[config.mk]
export PLATFORM = sky130hd
export DESIGN_NAME = horizontal_tf_gen_flat
export DESIGN_NICKNAME = d
export VERILOG_FILES = /design/src/rtl/horizontal_tf_gen_pkg.sv /design/src/rtl/horizontal_tf_gen_if.sv /design/src/rtl/horizontal_tf_gen_table_ram.sv /design/src/rtl/horizontal_tf_gen.sv /design/src/flat_wrapper.sv
export SDC_FILE = /design/constraint.sdc
export NUM_CORES = 2
export LEC_CHECK = 0
export BUFFER_PORTS_ARGS = -buffer_cell sky130_fd_sc_hd__buf_4
export CELL_PAD_IN_SITES_DETAIL_PLACEMENT = 0
export CELL_PAD_IN_SITES_GLOBAL_PLACEMENT = 1
export CORE_MARGIN = 2
export CORE_UTILIZATION = 50
export DETAILED_ROUTE_END_ITERATION = 12
export GPL_ROUTABILITY_DRIVEN = 0
export PLACE_DENSITY = 0.83
export SLEW_MARGIN = 30
export SYNTH_ARGS = -nofsm -noshare
export SYNTH_HDL_FRONTEND = slang
export SYNTH_SLANG_ARGS = --single-unit
[constraint.sdc]
create_clock -name clk -period 10.1 [get_ports clk]
set_input_delay 3.03 -clock clk [delete_from_list [all_inputs] [get_ports clk]]
set_output_delay 3.03 -clock clk [all_outputs]
set_load 0.05 [all_outputs]
[src/rtl/horizontal_tf_gen_pkg.sv]
// -----------------------------------------------------------------------------
// htf_pkg
// Shared types and default constants for the horizontal twiddle-factor
// generator (horizontal_tf_gen) and its table RAM.
//   state_t      : generator FSM state (IDLE, RUN)
//   DEF_*        : default parameter values used by the interface and modules
//   IDX_W        : table index width for the default table depth
// -----------------------------------------------------------------------------
package htf_pkg;

   localparam int DEF_P_WIDTH      = 64;
   localparam int DEF_DEPTH        = 64;
   localparam int DEF_SC_WIDTH     = 3;
   localparam int DEF_ACTIVE_STAGE = 0;
   localparam int DEF_IDX_START    = 1;
   localparam int DEF_RPT_WIDTH    = 4;

   localparam int IDX_W = $clog2(DEF_DEPTH);

   typedef enum logic {
      IDLE = 1'b0,
      RUN  = 1'b1
   } state_t;

endpackage

[src/rtl/horizontal_tf_gen_if.sv]
// -----------------------------------------------------------------------------
// horizontal_tf_gen_if
// Bundles the control, table-write and twiddle-output signals of the
// horizontal twiddle-factor generator.
//   master : driven by the butterfly-row controller (or a testbench)
//   slave  : the generator itself
// Control : CEN (active low), stage_counter, start, stop, repeat_m1
// Write   : wr_en, wr_addr, wr_data (table load, accepted at any time)
// Output  : Q, Q_valid, idx_out, wrap, dbg_state (FSM state for observation)
// Optional (HTF_UNINIT_CHK_EN): err_uninit, sticky uninitialised-read flag.
//
// Handshake: there is no backpressure. A factor is produced one cycle after a
// qualifying edge and is consumed on the cycle Q_valid is high; Q and idx_out
// hold their last value while Q_valid is low.
// -----------------------------------------------------------------------------
interface horizontal_tf_gen_if #(
   parameter int P_WIDTH   = htf_pkg::DEF_P_WIDTH,
   parameter int DEPTH     = htf_pkg::DEF_DEPTH,
   parameter int SC_WIDTH  = htf_pkg::DEF_SC_WIDTH,
   parameter int RPT_WIDTH = htf_pkg::DEF_RPT_WIDTH
);
   import htf_pkg::*;

   localparam int AW = $clog2(DEPTH);

   logic                 CEN;
   logic [SC_WIDTH-1:0]  stage_counter;
   logic                 start;
   logic                 stop;
   logic [RPT_WIDTH-1:0] repeat_m1;
   logic                 wr_en;
   logic [AW-1:0]        wr_addr;
   logic [P_WIDTH-1:0]   wr_data;
   logic [P_WIDTH-1:0]   Q;
   logic                 Q_valid;
   logic [AW-1:0]        idx_out;
   logic                 wrap;
   state_t               dbg_state;
`ifdef HTF_UNINIT_CHK_EN
   logic                 err_uninit;
`endif

   modport master (
      output CEN, stage_counter, start, stop, repeat_m1,
      output wr_en, wr_addr, wr_data,
      input  Q, Q_valid, idx_out, wrap, dbg_state
`ifdef HTF_UNINIT_CHK_EN
      , input err_uninit
`endif
   );

   modport slave (
      input  CEN, stage_counter, start, stop, repeat_m1,
      input  wr_en, wr_addr, wr_data,
      output Q, Q_valid, idx_out, wrap, dbg_state
`ifdef HTF_UNINIT_CHK_EN
      , output err_uninit
`endif
   );

endinterface

[src/rtl/horizontal_tf_gen_table_ram.sv]
// -----------------------------------------------------------------------------
// htf_table_ram
// DEPTH x P_WIDTH twiddle table: one write port, one registered read port.
// Read-first: a read and a write to the same address in one cycle return the
// old word. The array is never reset; only the read register is cleared so the
// generator output starts at zero.
//   clk, rst   : clock, synchronous active-high reset (read register only)
//   we_i       : write strobe, honoured even while rst is high
//   waddr_i    : write address
//   wdata_i    : write data
//   re_i       : read enable; rdata_o holds when low
//   raddr_i    : read address
//   rdata_o    : registered read data
// -----------------------------------------------------------------------------
module htf_table_ram
   import htf_pkg::*;
#(
   parameter int P_WIDTH = DEF_P_WIDTH,
   parameter int DEPTH   = DEF_DEPTH
) (
   input  logic                     clk,
   input  logic                     rst,
   input  logic                     we_i,
   input  logic [$clog2(DEPTH)-1:0] waddr_i,
   input  logic [P_WIDTH-1:0]       wdata_i,
   input  logic                     re_i,
   input  logic [$clog2(DEPTH)-1:0] raddr_i,
   output logic [P_WIDTH-1:0]       rdata_o
);

   logic [P_WIDTH-1:0] mem_q [DEPTH];
   logic [P_WIDTH-1:0] rdata_q;

   // Table storage: no reset so contents survive rst, and writes land even
   // while rst is asserted.
   always_ff @(posedge clk) begin
      if (we_i) begin
         mem_q[waddr_i] <= wdata_i;
      end
   end

   // Non-blocking read of the array gives the pre-write word on a collision.
   always_ff @(posedge clk) begin
      if (rst) begin
         rdata_q <= '0;
      end else if (re_i) begin
         rdata_q <= mem_q[raddr_i];
      end
   end

   assign rdata_o = rdata_q;

endmodule

[src/rtl/horizontal_tf_gen.sv]
// -----------------------------------------------------------------------------
// horizontal_tf_gen
// Run-time-loadable horizontal twiddle-factor generator for one radix-16
// butterfly row. Streams table[idx] on every qualifying cycle and advances idx
// every (repeat_m1+1) outputs, wrapping modulo DEPTH.
//   clk : clock
//   rst : synchronous active-high reset, priority over every other input
//   bus : horizontal_tf_gen_if.slave (control, table write, outputs, dbg_state)
// Optional feature macro: HTF_UNINIT_CHK_EN adds a per-entry written mask and
// the sticky err_uninit output on the interface.
// -----------------------------------------------------------------------------
module horizontal_tf_gen
   import htf_pkg::*;
#(
   parameter int P_WIDTH      = DEF_P_WIDTH,
   parameter int DEPTH        = DEF_DEPTH,
   parameter int SC_WIDTH     = DEF_SC_WIDTH,
   parameter int ACTIVE_STAGE = DEF_ACTIVE_STAGE,
   parameter int IDX_START    = DEF_IDX_START,
   parameter int RPT_WIDTH    = DEF_RPT_WIDTH
) (
   input  logic                 clk,
   input  logic                 rst,
   horizontal_tf_gen_if.slave   bus
);

   localparam int AW = $clog2(DEPTH);

   state_t               state_q, state_d;
   logic [RPT_WIDTH-1:0] cnt_q, cnt_d;
   logic [RPT_WIDTH-1:0] rpt_q, rpt_d;
   logic [AW-1:0]        idx_q, idx_d;
   logic [AW-1:0]        idx_out_q, idx_out_d;
   logic                 valid_q, valid_d;
   logic                 wrap_q, wrap_d;
   logic                 qual;
   logic [P_WIDTH-1:0]   rdata;

   // A factor is produced only when running, enabled, on our stage, and not
   // being started or stopped in the same cycle.
   assign qual = (state_q == RUN) && !bus.CEN &&
                 (bus.stage_counter == SC_WIDTH'(ACTIVE_STAGE)) &&
                 !bus.start && !bus.stop;

   always_comb begin
      state_d   = state_q;
      cnt_d     = cnt_q;
      rpt_d     = rpt_q;
      idx_d     = idx_q;
      idx_out_d = idx_out_q;
      valid_d   = 1'b0;
      wrap_d    = 1'b0;
      unique case (state_q)
         IDLE: begin
            if (bus.start) begin
               state_d = RUN;
               cnt_d   = '0;
               idx_d   = AW'(IDX_START);
               rpt_d   = bus.repeat_m1;
            end
         end
         RUN: begin
            // start beats stop, so a simultaneous pair restarts the stream.
            if (bus.start) begin
               cnt_d = '0;
               idx_d = AW'(IDX_START);
               rpt_d = bus.repeat_m1;
            end else if (bus.stop) begin
               state_d = IDLE;
            end else if (qual) begin
               idx_out_d = idx_q;
               valid_d   = 1'b1;
               if (cnt_q == rpt_q) begin
                  cnt_d  = '0;
                  idx_d  = idx_q + 1'b1;
                  wrap_d = (idx_q == AW'(DEPTH - 1));
               end else begin
                  cnt_d = cnt_q + 1'b1;
               end
            end
         end
         default: state_d = IDLE;
      endcase
   end

   always_ff @(posedge clk) begin
      if (rst) begin
         state_q   <= IDLE;
         cnt_q     <= '0;
         rpt_q     <= '0;
         idx_q     <= AW'(IDX_START);
         idx_out_q <= '0;
         valid_q   <= 1'b0;
         wrap_q    <= 1'b0;
      end else begin
         state_q   <= state_d;
         cnt_q     <= cnt_d;
         rpt_q     <= rpt_d;
         idx_q     <= idx_d;
         idx_out_q <= idx_out_d;
         valid_q   <= valid_d;
         wrap_q    <= wrap_d;
      end
   end

   htf_table_ram #(
      .P_WIDTH (P_WIDTH),
      .DEPTH   (DEPTH)
   ) u_ram (
      .clk     (clk),
      .rst     (rst),
      .we_i    (bus.wr_en),
      .waddr_i (bus.wr_addr),
      .wdata_i (bus.wr_data),
      .re_i    (qual),
      .raddr_i (idx_q),
      .rdata_o (rdata)
   );

   assign bus.Q         = rdata;
   assign bus.Q_valid   = valid_q;
   assign bus.idx_out   = idx_out_q;
   assign bus.wrap      = wrap_q;
   assign bus.dbg_state = state_q;

`ifdef HTF_UNINIT_CHK_EN
   logic [DEPTH-1:0] mask_q;
   logic             err_q;

   // rst wins over a concurrent write, so the mask starts clean even though
   // the table itself accepts that write.
   always_ff @(posedge clk) begin
      if (rst) begin
         mask_q <= '0;
         err_q  <= 1'b0;
      end else begin
         if (bus.wr_en) begin
            mask_q[bus.wr_addr] <= 1'b1;
         end
         if (qual && !mask_q[idx_q]) begin
            err_q <= 1'b1;
         end
      end
   end

   assign bus.err_uninit = err_q;
`endif

endmodule

[src/flat_wrapper.sv]
// flat-port wrapper written by rule: the top's interface ports become plain ports
module horizontal_tf_gen_flat import htf_pkg::*;
#(
   parameter int P_WIDTH      = DEF_P_WIDTH,
   parameter int DEPTH        = DEF_DEPTH,
   parameter int SC_WIDTH     = DEF_SC_WIDTH,
   parameter int ACTIVE_STAGE = DEF_ACTIVE_STAGE,
   parameter int IDX_START    = DEF_IDX_START,
   parameter int RPT_WIDTH    = DEF_RPT_WIDTH
)
  (clk, rst, bus_CEN, bus_stage_counter, bus_start, bus_stop, bus_repeat_m1, bus_wr_en, bus_wr_addr, bus_wr_data, bus_Q, bus_Q_valid, bus_idx_out, bus_wrap, bus_dbg_state);
  horizontal_tf_gen_if #(.P_WIDTH(P_WIDTH), .DEPTH(DEPTH), .SC_WIDTH(SC_WIDTH), .RPT_WIDTH(RPT_WIDTH)) bus_i ();
  input  logic clk;
  input  logic rst;
  input wire logic [$bits(bus_i.CEN)-1:0] bus_CEN;
  input wire logic [$bits(bus_i.stage_counter)-1:0] bus_stage_counter;
  input wire logic [$bits(bus_i.start)-1:0] bus_start;
  input wire logic [$bits(bus_i.stop)-1:0] bus_stop;
  input wire logic [$bits(bus_i.repeat_m1)-1:0] bus_repeat_m1;
  input wire logic [$bits(bus_i.wr_en)-1:0] bus_wr_en;
  input wire logic [$bits(bus_i.wr_addr)-1:0] bus_wr_addr;
  input wire logic [$bits(bus_i.wr_data)-1:0] bus_wr_data;
  output wire logic [$bits(bus_i.Q)-1:0] bus_Q;
  output wire logic [$bits(bus_i.Q_valid)-1:0] bus_Q_valid;
  output wire logic [$bits(bus_i.idx_out)-1:0] bus_idx_out;
  output wire logic [$bits(bus_i.wrap)-1:0] bus_wrap;
  output wire logic [$bits(bus_i.dbg_state)-1:0] bus_dbg_state;
  assign bus_i.CEN = bus_CEN;
  assign bus_i.stage_counter = bus_stage_counter;
  assign bus_i.start = bus_start;
  assign bus_i.stop = bus_stop;
  assign bus_i.repeat_m1 = bus_repeat_m1;
  assign bus_i.wr_en = bus_wr_en;
  assign bus_i.wr_addr = bus_wr_addr;
  assign bus_i.wr_data = bus_wr_data;
  assign bus_Q = bus_i.Q;
  assign bus_Q_valid = bus_i.Q_valid;
  assign bus_idx_out = bus_i.idx_out;
  assign bus_wrap = bus_i.wrap;
  assign bus_dbg_state = bus_i.dbg_state;
  horizontal_tf_gen #(.P_WIDTH(P_WIDTH), .DEPTH(DEPTH), .SC_WIDTH(SC_WIDTH), .ACTIVE_STAGE(ACTIVE_STAGE), .IDX_START(IDX_START), .RPT_WIDTH(RPT_WIDTH)) u_core (.clk(clk), .rst(rst), .bus(bus_i));
endmodule
* Word-level counts from Yosys, hierarchy flattened *
Memory sizes are Yosys's and may differ from the RTL's. A register that Yosys moved wholly into a read port is not among the register bits.
Cells that the tools add are included.

word-level totals
  word-level logic and storage cells = 54
  bits in writable memories = 4,096
  memories = 1
  flip-flop bits (word level) = 23
  output and inout bits = 73

memories
  name                words  bits a word  read ports  clocked after Yosys merged registers in  wr ports  RTL line                           source
  u_core.u_ram.mem_q  64     64           1           1                                        1         horizontal_tf_gen_table_ram.sv:31  logic [P_WIDTH-1:0] mem_q [DEPTH];

operators by class
  $add $sub $neg = 2
  mux-type cells = 20
  bitwise logic cells = 5
  reduce and logical (&&, ||, !) cells = 13
  equal/unequal tests = 6

operators with widths
  kind                                                           count
  6-bit two-way mux                                              5
  4-bit two-way mux                                              6
  6-bit one-hot mux with 2 select lines                          1
  3-bit inequality test, second input constant                   3
  4-bit one-hot mux with 2 select lines                          1
  4-bit AND reduction                                            2
  6-bit by 1-bit adder with 6-bit output, second input constant  1
  6-bit == test, second input constant                           1
  1-bit two-way mux                                              6
  6-bit OR reduction                                             1
  1-bit NOT                                                      5
  4-bit by 1-bit adder with 4-bit output, second input constant  1
  4-bit == test                                                  1
  1-bit logical AND                                              4
  4-bit OR reduction                                             1
  1-bit logical NOT                                              3
  3-bit logical NOT                                              1
  3-bit AND reduction                                            1
  2-bit inequality test, second input constant                   1
  1-bit one-hot mux with 2 select lines                          1

* Logic depth before layout (Yosys ltp) *
  word-level depth = 9
  mapped depth = 10
  mapped depth without buffers = 5

* Cells and area by module *
From an unflattened synthesis, not the netlist that was laid out.

unflattened totals
  cell total of the unflattened synthesis = 7,589
  area, all modules = 160,483.9 um^2

modules (own cells, without submodules)
  module             area each (um^2)  seq. area each (um^2)  cells an instance  times used
  htf_table_ram      159,414.1         124,279.2              7,469              1
  horizontal_tf_gen  1,069.8           460.4                  120                1

* Worst setup path after synthesis *
No wires, ideal clock.

  path type = input to register
  start = input bus_wr_addr[3]
  end = memory u_core.u_ram.mem_q[48][0] in the netlist's numbering, enable pin
  arrival = 7.901 ns
  required time = 9.536 ns
  buffers on the path = 1
  path slack = 1.635 ns
  cell stages on the path = 4
  cells stage by stage = clkbuf_1 -> nor2b_1 -> nand4b_1 -> nor3_1

RTL lines
  item             RTL line                           source
  start, declared  flat_wrapper.sv:21                 input wire logic [$bits(bus_i.wr_addr)-1:0] bus_wr_addr;
  end, declared    horizontal_tf_gen_table_ram.sv:31

No word-level cell before the write port.

* Worst setup path in the final report *
  start = register u_core.u_ram.rdata_q[47], in the netlist u_core.u_ram.rdata_o[47], read port of u_core.u_ram.mem_q
  end = output bus_Q[47]

RTL lines
  item             RTL line                           source
  start, declared  horizontal_tf_gen_table_ram.sv:32  logic [P_WIDTH-1:0] rdata_q;
  end, declared    flat_wrapper.sv:23                 output wire logic [$bits(bus_i.Q)-1:0] bus_Q;

No word-level cell between the ends.

==> flow_summary.ini <==
[place]
io_buffer_count = 155
dp.cells = 10910
hpwlAfterDp_um = 245400
place_area_um2 = 164000

[floorplanning]
fp.dieW_um = 564.5
io_pins = 156
initial_utilization_pct = 50.32
die_h_um = 564.5
num_rows = 205
dieArea_um2 = 318600
coreArea_um2 = 312200

[setup_path]
arrival_ns = 2.14
cp-endpoint = bus_Q[47]
r2r-end = u_core.u_ram.rdata_o[11]$_SDFFE_PP0P_
reg2regPathDepth = 8
cp_max_fo = 2
crit_slowest_cell = dfxtp_1
critPathBufInv = 1
critical_path_class = reg -> out
startpoint_type = flip-flop
r2r_setup_slack_ns = 5.47
crit_start = u_core.u_ram.rdata_o[47]$_SDFFE_PP0P_
cp_data_required_time_ns = 7.07
timing.rr.start = u_core.idx_q[2]$_SDFFE_PP0P_
worstSetupPathDepth = 1
cp_slowest_stage_delay_ns = 0.83
path_delay_family = flip-flops
worstPathCellList = buf_4
critPathCaptureType = primary output

[power_and_ir_drop]
irDropWorstVdd_v = 0.0001548
leakage_nw = 54.57
powerDensity_nw_per_um2 = 196.6

[synth]
ys_types = 43
async_reset_ff_share_pct = 0
synth.most_common_cell = edfxtp_1
synthCells = 6840
synth_common_cells = edfxtp_1 (4,096), mux4_2 (1,024), a22oi_1 (288)
synth_area_um2 = 157100
synth_area_leader_cell = edfxtp_1
synth_edf_count = 4096
ys_seq_area_share_pct = 79.42
synth_warnings = 0
synth_top_area_share_pct = 78.31
syn_nets = 6925
syn_avg_cell_area_um2 = 22.96
ys.flop_type = edfxtp_1
yosys_register_bits = 4183
ys_top_cells_by_area = edfxtp_1 (78%), mux4_2 (15%), a22oi_1 (1.4%)

[global_routing]
grt_pass1_vias = 76820
grt_overflow_total = 0
grt_max_degree = 130
grt_antenna_before_repair = 40
grtUsageTotal_pct = 27.02
grt_pass1_wl_um = 600900

[cts]
cts_hold_repair.buffers = 0
root_buffer = clkbuf_16
cts.sinks = 4183
htreeDepth = 5
clk_pin_slew_ns = 0.06
ctsResizeCount = 0
tritoncts = done
clock_path_buffers = 4
cts_setup_buffers = 0
clk_latency_ns = 1.00
cts_inserted_buffers = 395

[timing]
post-route-period-util_pct = 51.17
slew_headroom_pct = 28.12
period_needed_ns = 5.168
hold_ws_ns = 0.4591
slew_viol_final = 0
fmax_ghz = 0.1935
fin_tns_setup_ns = 0
hold_viol = 0
tightest_slew_ns = 1.075
clock-skew-final_ns = 0.1086
setup_viol = 0
rsz0062_at_grt = no

[finish]
syn_to_final_growth_pct = 12.91
drive_gt1_share_pct = 27.06
instances_no_fill = 11660
seq_area_um2 = 124800
final_area_um2 = 177300
fin_nets = 7260
multi_input_area_um2 = 31300
fill_cells = 21380

[drt]
ant_nets = 0
num_vias = 78490
drt-total-wl_um = 433100
first_iter_violations = 13140
drc = 0
wire_per_inst_um = 37.15
first_pass_iters = 6
via_per_inst = 6.732

[run_status]
outcome = complete, no violations

[hold_path]
hold_class = reg -> reg

[job]
drv_cap = 0
-- metrics by stage --
stage	power, mW	util [%]	setup WS, ns
final	34.87	56.81	4.932
after global routing	35.63	56.80	4.840
after CTS	34.95	56.68	4.652
after detailed placement	20.32	52.52	3.736
after global placement	20.27	52.47	3.790
after floorplan	19.79	-	1.635
-- worst min-delay path by stage --
stage                                       start                                  to  slack (ns)  cells after the start
3_3_place_gp   u_core.bus.idx_out[0]$_SDFFE_PP0P_  u_core.bus.idx_out[0]$_SDFFE_PP0P_        0.45                      2
2_1_floorplan        u_core.rpt_q[0]$_SDFFE_PP0P_        u_core.rpt_q[0]$_SDFFE_PP0P_        0.48                      2
4_1_cts        u_core.bus.idx_out[0]$_SDFFE_PP0P_  u_core.bus.idx_out[0]$_SDFFE_PP0P_        0.46                      2
5_1_grt        u_core.bus.idx_out[0]$_SDFFE_PP0P_  u_core.bus.idx_out[0]$_SDFFE_PP0P_        0.49                      2
6_report       u_core.bus.idx_out[0]$_SDFFE_PP0P_  u_core.bus.idx_out[0]$_SDFFE_PP0P_        0.46                      2
3_5_place_dp   u_core.bus.idx_out[0]$_SDFFE_PP0P_  u_core.bus.idx_out[0]$_SDFFE_PP0P_        0.46                      2
-- cells by family after synthesis --
| group | synth area share [%] |
|---|---|
| AOI/OAI and AO/OA | 3.178 |
| xor gates and xnor gates | 0.03903 |
| adders and majority gates | 0.01593 |
| buffers and inverters | 1.075 |
| DFF | 79.42 |
| muxes | 15.24 |
| and+or+nand+nor | 1.033 |
-- flip-flops by register name (all words and copies together), names as in the netlist --
signal / flops
u_core.bus.dbg_state: 1
u_core.rpt_q: 4
u_core.cnt_q: 4
u_core.bus.wrap: 1
u_core.idx_q: 6
u_core.bus.idx_out: 6
u_core.u_ram.rdata_o: 64
u_core.bus.Q_valid: 1
u_core.u_ram.mem_q: 4096
-- worst reg2reg max path, delay by kind of cell (launching register included) --
family / cells / cell delay (ns)
AOI/OAI and AO/OA: 3 / 1.38
buffers and inverters: 3 / 1.83
DFF: 1 / 0.85
and+or+nand+nor: 2 / 0.44
-- where the power goes --
part / internal (mW) / leakage [nW] / switching (mW)
Sequential: 19.2 / 37.6 / 0.0381
Combinational: 0.167 / 10.7 / 0.594
Clock: 8.35 / 6.32 / 6.55
-- metal layers --
layer	up-vias	part of all wire, %	global-route usage (%)
li1	29960	-	-
met1	41530	35	36.99
met2	6189	46	40.90
met3	797	14	7.460
met4	22	5.3	12.11
met5	-	0.034	0
-- cells in the final DEF, fill, tap and decap left out, types with 16 or more instances in the layout --
cell type | synthesis | layout
dfxtp_1 | 87 | 83
o21ai_0 | 69 | 69
diode_2 | 0 | 16
edfxtp_1 | 4096 | 4096
mux4_2 | 1024 | 1024
nor2_4 | 0 | 64
clkinv_1 | 0 | 84
nor2b_1 | 24 | 19
nor2_1 | 139 | 75
o22ai_1 | 128 | 128
clkbuf_1 | 234 | 75
nand2_1 | 85 | 83
nor3_1 | 72 | 66
bufinv_16 | 0 | 40
clkinv_2 | 0 | 83
clkinv_16 | 0 | 16
mux2i_1 | 88 | 88
buf_6 | 1 | 17
o211ai_1 | 61 | 61
clkbuf_16 | 0 | 397
a21oi_1 | 188 | 188
buf_4 | 2 | 296
a22oi_1 | 288 | 288
-- layout make-up --
cell class,instances,share of cell area [%]
diodes,16,0.02258
clock buffers,479,5.815
clock inverters,246,1.508
inverters,2,0.004939
multi-input cells,2252,17.65
flip-flops and latches,4183,70.34
well taps,4140,2.921
repair buffers,341,1.736
(Power assumes the default switching activity.)
